<file path="config.mk">
export PLATFORM = sky130hd
export DESIGN_NAME = vram_scanout
export DESIGN_NICKNAME = d
export VERILOG_FILES = /design/src/rtl/vram_scanout.sv
export SDC_FILE = /design/constraint.sdc
export NUM_CORES = 1
export LEC_CHECK = 0
export CAP_MARGIN = 30
export CORE_ASPECT_RATIO = 1.5
export CORE_UTILIZATION = 34
export CTS_BUF_LIST = sky130_fd_sc_hd__clkbuf_4
export DETAILED_ROUTE_END_ITERATION = 7
export PLACE_DENSITY = 0.55
export SLEW_MARGIN = 10
export SYNTH_ARGS = -nofsm -noshare
export SYNTH_HDL_FRONTEND = slang
export SYNTH_SLANG_ARGS = --single-unit
</file>
<file path="constraint.sdc">
create_clock -name clk -period 3.5 [get_ports clk]
set_input_delay 0.7 -clock clk [delete_from_list [all_inputs] [get_ports clk]]
set_output_delay 0.7 -clock clk [all_outputs]
set_load 0.01 [all_outputs]
</file>
<file path="src/rtl/vram_scanout.sv">
// vram_scanout: 640x480@60 timing plus 320x200x4bpp VRAM scan-out; optional vblank IRQ via VRAM_SCANOUT_VBLANK_IRQ_EN
module vram_scanout #(
    parameter int          H_ACTIVE = 640,
    parameter int          H_FP     = 16,
    parameter int          H_SYNC   = 96,
    parameter int          H_BP     = 48,
    parameter int          V_ACTIVE = 480,
    parameter int          V_FP     = 10,
    parameter int          V_SYNC   = 2,
    parameter int          V_BP     = 33,
    parameter int          V_BORDER = 40,
    parameter logic [14:0] FB_BASE  = 15'h0000
) (
    input  logic        clk,
    input  logic        reset,
    output logic [14:0] addr_b,
    input  logic [7:0]  dout_b,
    output logic        hsync,
    output logic        vsync,
    output logic        de,
    output logic [3:0]  pixel,
    output logic        frame_start
`ifdef VRAM_SCANOUT_VBLANK_IRQ_EN
    ,
    input  logic        irq_ack,
    output logic        vblank_irq
`endif
);

    localparam logic [9:0]  H_LAST = 10'(H_ACTIVE + H_FP + H_SYNC + H_BP - 1);
    localparam logic [9:0]  V_LAST = 10'(V_ACTIVE + V_FP + V_SYNC + V_BP - 1);
    localparam logic [9:0]  HA     = 10'(H_ACTIVE);
    localparam logic [9:0]  VA     = 10'(V_ACTIVE);
    localparam logic [9:0]  HS_BEG = 10'(H_ACTIVE + H_FP);
    localparam logic [9:0]  HS_END = 10'(H_ACTIVE + H_FP + H_SYNC);
    localparam logic [9:0]  VS_BEG = 10'(V_ACTIVE + V_FP);
    localparam logic [9:0]  VS_END = 10'(V_ACTIVE + V_FP + V_SYNC);
    localparam logic [9:0]  WIN_LO = 10'(V_BORDER);
    localparam logic [9:0]  WIN_HI = 10'(V_ACTIVE - V_BORDER);
    localparam logic [14:0] BPL    = 15'(H_ACTIVE / 4);

    typedef struct packed {
        logic       win;
        logic       vis;
        logic       hs;
        logic       vs;
        logic       fs;
        logic [1:0] sub;
    } stage_t;

    localparam stage_t IDLE = '{win: 1'b0, vis: 1'b0, hs: 1'b1, vs: 1'b1, fs: 1'b0, sub: 2'd0};

    logic [9:0]  h_q, h_d, v_q, v_d, vrel;
    logic [14:0] addr_q, addr_d, src;
    logic [7:0]  byte_q, byte_d;
    logic [3:0]  pixel_q, pixel_d;
    logic        hsync_q, vsync_q, de_q, fs_q;
    logic        fetch;
    stage_t      s1_q, s1_d, s2_q;

    // Counters, fetch address and the stage-0 descriptor of the current pixel
    always_comb begin
        h_d    = (h_q == H_LAST) ? 10'd0 : h_q + 10'd1;
        v_d    = (h_q != H_LAST) ? v_q : (v_q == V_LAST) ? 10'd0 : v_q + 10'd1;
        vrel   = v_q - WIN_LO;
        src    = 15'(vrel >> 1);
        s1_d.vis = (h_q < HA) && (v_q < VA);
        s1_d.win = s1_d.vis && (v_q >= WIN_LO) && (v_q < WIN_HI);
        s1_d.hs  = !((h_q >= HS_BEG) && (h_q < HS_END));
        s1_d.vs  = !((v_q >= VS_BEG) && (v_q < VS_END));
        s1_d.fs  = (h_q == 10'd0) && (v_q == 10'd0);
        s1_d.sub = h_q[1:0];
        fetch  = s1_d.win && (h_q[1:0] == 2'd0);
        addr_d = fetch ? FB_BASE + src * BPL + {7'd0, h_q[9:2]} : addr_q;
    end

    // Byte capture and nibble select: the first pixel of a byte bypasses straight from the RAM
    always_comb begin
        byte_d  = (s2_q.win && s2_q.sub == 2'd0) ? dout_b : byte_q;
        pixel_d = !s2_q.win ? 4'd0 :
                  (s2_q.sub == 2'd0) ? dout_b[7:4] :
                  (s2_q.sub == 2'd1) ? byte_q[7:4] : byte_q[3:0];
    end

    // Counter, address and three-stage output pipeline registers
    always_ff @(posedge clk) begin
        if (reset) begin
            h_q     <= 10'd0;
            v_q     <= 10'd0;
            addr_q  <= FB_BASE;
            s1_q    <= IDLE;
            s2_q    <= IDLE;
            byte_q  <= 8'd0;
            hsync_q <= 1'b1;
            vsync_q <= 1'b1;
            de_q    <= 1'b0;
            pixel_q <= 4'd0;
            fs_q    <= 1'b0;
        end else begin
            h_q     <= h_d;
            v_q     <= v_d;
            addr_q  <= addr_d;
            s1_q    <= s1_d;
            s2_q    <= s1_q;
            byte_q  <= byte_d;
            hsync_q <= s2_q.hs;
            vsync_q <= s2_q.vs;
            de_q    <= s2_q.vis;
            pixel_q <= pixel_d;
            fs_q    <= s2_q.fs;
        end
    end

    assign addr_b      = addr_q;
    assign hsync       = hsync_q;
    assign vsync       = vsync_q;
    assign de          = de_q;
    assign pixel       = pixel_q;
    assign frame_start = fs_q;

`ifdef VRAM_SCANOUT_VBLANK_IRQ_EN
    logic [1:0] irq_pipe_q, irq_pipe_d;
    logic       irq_q, irq_d;

    // Line-480 start travels the same depth as the video outputs; a set beats a same-clock ack
    always_comb begin
        irq_pipe_d = {irq_pipe_q[0], (h_q == 10'd0) && (v_q == VA)};
        irq_d      = irq_pipe_q[1] | (irq_q & ~irq_ack);
    end

    // Interrupt flag registers
    always_ff @(posedge clk) begin
        if (reset) begin
            irq_pipe_q <= 2'd0;
            irq_q      <= 1'b0;
        end else begin
            irq_pipe_q <= irq_pipe_d;
            irq_q      <= irq_d;
        end
    end

    assign vblank_irq = irq_q;
`endif

endmodule
</file>
# [Yosys cells after proc, flatten, opt, wreduce, memory -nomap -nowiden]
# Index checks and enable logic that the tools add are counted.
[totals] regBits=65 input_bits=10 output_inout_bits=23 elab_cells=58
[op_classes] addsub=4 n_mul=1 magnitude_cmp=8 n_eq_ne=4 n_mux=3 bitwise_logic=1 reduce_logical=16
[ops] op="less-than comparator 10 x 9 -> 1 bit, second input constant" count=3
[ops] op="adder 10 x 1 -> 10 bit, second input constant" count=2
[ops] op="== test 10 bit, second input constant" count=2
[ops] op="zero test 10 bit" count=2
[ops] op="less-than comparator 10 bit, second input constant" count=2
[ops] op="adder 15 x 8 -> 15 bit" count=1
[ops] op=">= comparator 10 bit, second input constant" count=1
[ops] op=">= comparator 10 x 6 -> 1 bit, second input constant" count=1
[ops] op=">= comparator 10 x 9 -> 1 bit, second input constant" count=1
[ops] op="multiplier 9 x 3 -> 10 bit, second input constant" count=1
[ops] op="two-way mux 10 bit" count=1
[ops] op="inequality test 10 bit, second input constant" count=1
[ops] op="subtractor 10 x 6 -> 10 bit, second input constant" count=1
[ops] op="logical AND 1 bit" count=8
[ops] op="two-way mux 4 bit" count=2
[ops] op="zero test 2 bit" count=2
[ops] op="OR reduction 2 bit" count=2
[ops] op="== test 2 x 1 -> 1 bit, second input constant" count=1
[ops] op="zero test 1 bit" count=2
[ops] op="inverter 1 bit" count=1

# [Logic depth before layout (Yosys ltp)]
[logic_depth] depth_word=5 mapped_depth=13 depth_no_buf=13

# [Least setup slack after synthesis]
# OpenSTA, ideal clock, no wires.
[synth_timing] path_kind="register -> register" startpoint="register v_q[3]" endpoint="register addr_q[14] (netlist: addr_b[14])" setup_ns=0.088 arrival_ns=2.862 t_required_ns=3.412 path_slack_ns=0.550 path_stages_with_launch=14 path_buffers=0 period_less_slack_ns=2.950 path_cell_list="dfxtp_1 -> inv_1 -> ha_1 -> inv_1 -> a21oi_1 -> xor2_1 -> ha_1 -> ha_1 -> o21ai_0 -> a21oi_1 -> o21a_1 -> or3_1 -> a21o_1 -> a311oi_2"
[synth_via] elab_chain_len=5 word_cells_on_any_way=10 cone_classes="2 x add/sub; 1 x mul; 3 x order compare; 4 x reduce/logical"
[synth_lines] element="start: declaration" line="53" rtl="logic [9:0] h_q, h_d, v_q, v_d, vrel;"
[synth_lines] element="start signal: assignment" line="101" rtl="v_q <= v_d;"
[synth_lines] element="branches (longest 5 deep; another with adder 15 x 8 -> 15 bit)"
[synth_lines] element="end signal: assignment" line="102" rtl="addr_q <= addr_d;"
[synth_lines] element="end: declaration" line="54" rtl="logic [14:0] addr_q, addr_d, src;"
# Parallel ways; which one is timed is not known.
# A chain may end at the register's enable or synchronous reset.

# [Worst setup path in the final report]
[layout_timing] startpoint="register v_q[4]" endpoint="register addr_q[14] (netlist: addr_b[14])"
# The elaborated chain is that of the path after synthesis.

==> results.toml <==
[detailed_routing]
via_count = 2369
routedWlPerCell_um = 12.48
drtIter0Drc = 41
viasPerCell = 4.786
drtAntennaViolNets = 0
drc = 0
firstDrtPassIters = 4
drt_wl_total_mm = 6.177

[worst_hold_path]
holdCritStartpoint = "s2_q[4]$_SDFF_PP1_"
hp-class = "reg -> reg"

[layout]
seq_area_sq_um = 1301
final_layout_size_suffix_gt1_frac = 0.05974
final_nets = 415
multi_input_area_sq_um = 1719
fill_cells = 921
diodes = 0
area_growth_pct = 19.73

[logic_synthesis]
async_flop_share = 0
synth_top_cell_area_share = 0.4137
ys_warn_count = 0
syn_nets = 382
syn_area_sq_um = 3146
synth.distinct_cells = 40
ys_seq_elements = 65
synth_edf_count = 0
synth_cells = 347
synthFlopType = "dfxtp_1"
seq_area_frac_synth = 0.4137
post_synth.cell_area_avg_sq_um = 9.065
yosysTopAreaCell = "dfxtp_1"
synthTopCellsByArea = "dfxtp_1, ha_1, nor2_1, mux2i_1, xor2_1"

[grt]
busiest_layer = "met2"
grt_pass1_wl_mm = 10.38
overflow = 0
grt_util_met1 = 0.1453
antenna_found_initial = 0
grt_max_degree = 47
grt_pass1_vias = 2322
grt_use_met3 = 0.03422
met2_usage = 0.2537
track_usage = 0.1399

[status]
status = "finished clean"

[clock_network]
path_clk_slew_ns = 0.11
insertion_delay_ns = 0.41
cts-root-buf = "clkbuf_4"
hold_buffers = 0
post_cts_buffers = 0
cts.htree.levels = 3
cts_tree = "done"
cts_buffers = 9
clkSinkCount = 65
post_cts_resized = 0
clk_path_buf_depth = 2

[floorplanning]
start_util = 0.3542
die_w_um = 80.54
boundaryPins = 33
core_region_area_sq_um = 8881
rows = 42
die_h_um = 119.8
dieArea_sq_um = 9648

[sta]
worst_slew_pin_slew_ns = 0.4508
slew_violations = 0
finalCriticalPeriod_ns = 3.164
clock_skew_ns = 0.01537
fin_crit_sh = 0.9039
final_hold_viol_count = 0
setup_tns_ns = 0
finalSetupViolations = 0
rsz0062_at_grt = "no"
max-slew-margin-rel = 0.6972
fmax_ghz = 0.3161

[critical_path]
critPathCaptureType = "register"
crit_path_frequent_cell = "ha_1"
cp-start-kind = "register"
cpMaxStageDelayCell = "dfxtp_1"
r2r_start = "v_q[4]$_SDFFE_PP0P_"
slowest_delay_ns = 0.38
worstPathCellList = "inv_1 > ha_1 > inv_1 > a21oi_1 > xor2_1 > ha_1 > ha_1 > o21a_1 > a2111oi_0 > nand3b_1 > nand4_1 > a21o_1 > a311oi_2"
required_ns = 3.83
arrival_ns = 3.49
criticalPathCategory = "reg -> reg"
cp-startpoint = "v_q[4]$_SDFFE_PP0P_"
worstPathMaxFanout = 7

[pwr]
power.total_uw = 1440
leakagePower_uw = 0.001422
power_density_nw_per_um2 = 382.4
peakVddDrop_mv = 0.2401

[run]
drv_cap = 0

[placement]
finalWeightedCongestion = 0.8063
port-buffer-count = 32
dp_hpwl_mm = 4.558
## synth_stat cells, types with 2 or more instances
master    instances
fa_1              2
a21oi_1           9
nand2b_1          3
nand2_1          12
a21o_1            3
inv_1            17
nor2b_1           9
and3_1            2
xnor2_1          15
dfxtp_1          65
nand3_1          10
nor4b_1           2
buf_1             2
or3_1             2
buf_2             4
a211oi_1          5
o21ai_0           4
and4_1            2
a211o_1           2
o21ai_1           3
nor3_1            8
xor2_1           16
or2_1             4
ha_1             23
nand4_1          10
nor2_1           65
a31oi_1           2
clkbuf_1          9
mux2i_1          22
nor3b_1           3
o21a_1            3
## stage by stage
step	util	std cells	area [sq um]	hold slack, ns	setup WS, ns
after floorplan	-	347	3146	0.3832	0.5497
after global placement	0.4031	479	3580	0.3853	0.4927
after detailed placement	0.4031	479	3580	0.3922	0.3377
after CTS	0.4241	495	3766	0.4074	0.3239
after global routing	0.4241	495	3766	0.4341	0.09682
final	0.4241	495	3766	0.4137	0.3363
## cells by family (layout without fill, tap and decap cells)
logic type / count (synthesis) / count (layout) / share of synthesized area
compound gates: 36 / 36 / 0.07717
xor+xnor: 31 / 31 / 0.08632
fa+ha+maj: 25 / 25 / 0.1042
buf+inv: 32 / 70 / 0.03978
flops: 65 / 65 / 0.4137
mux: 22 / 22 / 0.07001
simple gates: 136 / 136 / 0.2088
## per-layer routing
layer	share of wire	wire, um	up-vias
met5	0	0	-
met4	0.021	127	0
met3	0.033	203	12
met2	0.53	3245	32
met1	0.42	2600	1083
li1	-	-	1242
## power by group
group / internal, uW / total (uW) / switching, uW
Combinational: 22.9 / 46.0 / 23.1
Clock: 361 / 639 / 278
Sequential: 749 / 756 / 6.95
Total: 1130 / 1440 / 308
## worst max-delay path: cells and delay by family (launching register included)
family / cells / cell delay, ns
flops: 1 / 0.38
buf+inv: 2 / 0.20
simple gates: 2 / 0.34
xor+xnor: 1 / 0.22
compound gates: 5 / 1.11
fa+ha+maj: 3 / 0.84
## state kept, by name, indices dropped and copies added (netlist names)
| signal | count |
|---|---|
| h_q | 10 |
| de | 1 |
| v_q | 10 |
| vsync | 1 |
| hsync | 1 |
| s2_q | 7 |
| addr_b | 15 |
| s1_q | 7 |
| frame_start | 1 |
| byte_q | 8 |
| pixel | 4 |
## path summary, 6_finish.rpt
check	endpoint	slack [ns]	depth (start not counted)
setup / recovery	addr_b[14]$_SDFFE_PP0P_	0.34	13
hold / removal	hsync$_SDFF_PP1_	0.41	1
setup reg to reg	addr_b[14]$_SDFFE_PP0P_	0.34	13
hold reg to reg	hsync$_SDFF_PP1_	0.41	1
## cells in the final DEF, fill, tap and decap left out, types with 2 or more instances in the layout
| cell type | n |
|---|---|
| mux2i_1 | 22 |
| xnor2_1 | 15 |
| clkinvlp_4 | 2 |
| nand2b_1 | 3 |
| nand2_1 | 12 |
| dfxtp_1 | 65 |
| a21oi_1 | 9 |
| or2_1 | 4 |
| nor4b_1 | 2 |
| ha_1 | 23 |
| nor2_1 | 65 |
| or3_1 | 2 |
| fa_1 | 2 |
| o21a_1 | 3 |
| nor3_1 | 8 |
| o21ai_0 | 4 |
| inv_1 | 17 |
| bufinv_16 | 3 |
| nand3_1 | 10 |
| nor2b_1 | 9 |
| nor3b_1 | 3 |
| and3_1 | 2 |
| o21ai_1 | 3 |
| nand4_1 | 10 |
| xor2_1 | 16 |
| a211o_1 | 2 |
| a21o_1 | 3 |
| a211oi_1 | 5 |
| buf_4 | 5 |
| clkdlybuf4s50_1 | 32 |
| and4_1 | 2 |
| a31oi_1 | 2 |
| clkbuf_4 | 9 |
## cell type report
class	instances	area share
clock inverter	7	0.03156
inverter	17	0.01694
sequential	65	0.3455
timing repair buffer	37	0.09502
tap	110	0.03654
multi-input combinational	250	0.4565
clock buffer	9	0.01794
No activity file was read; power rests on OpenSTA's default activity.
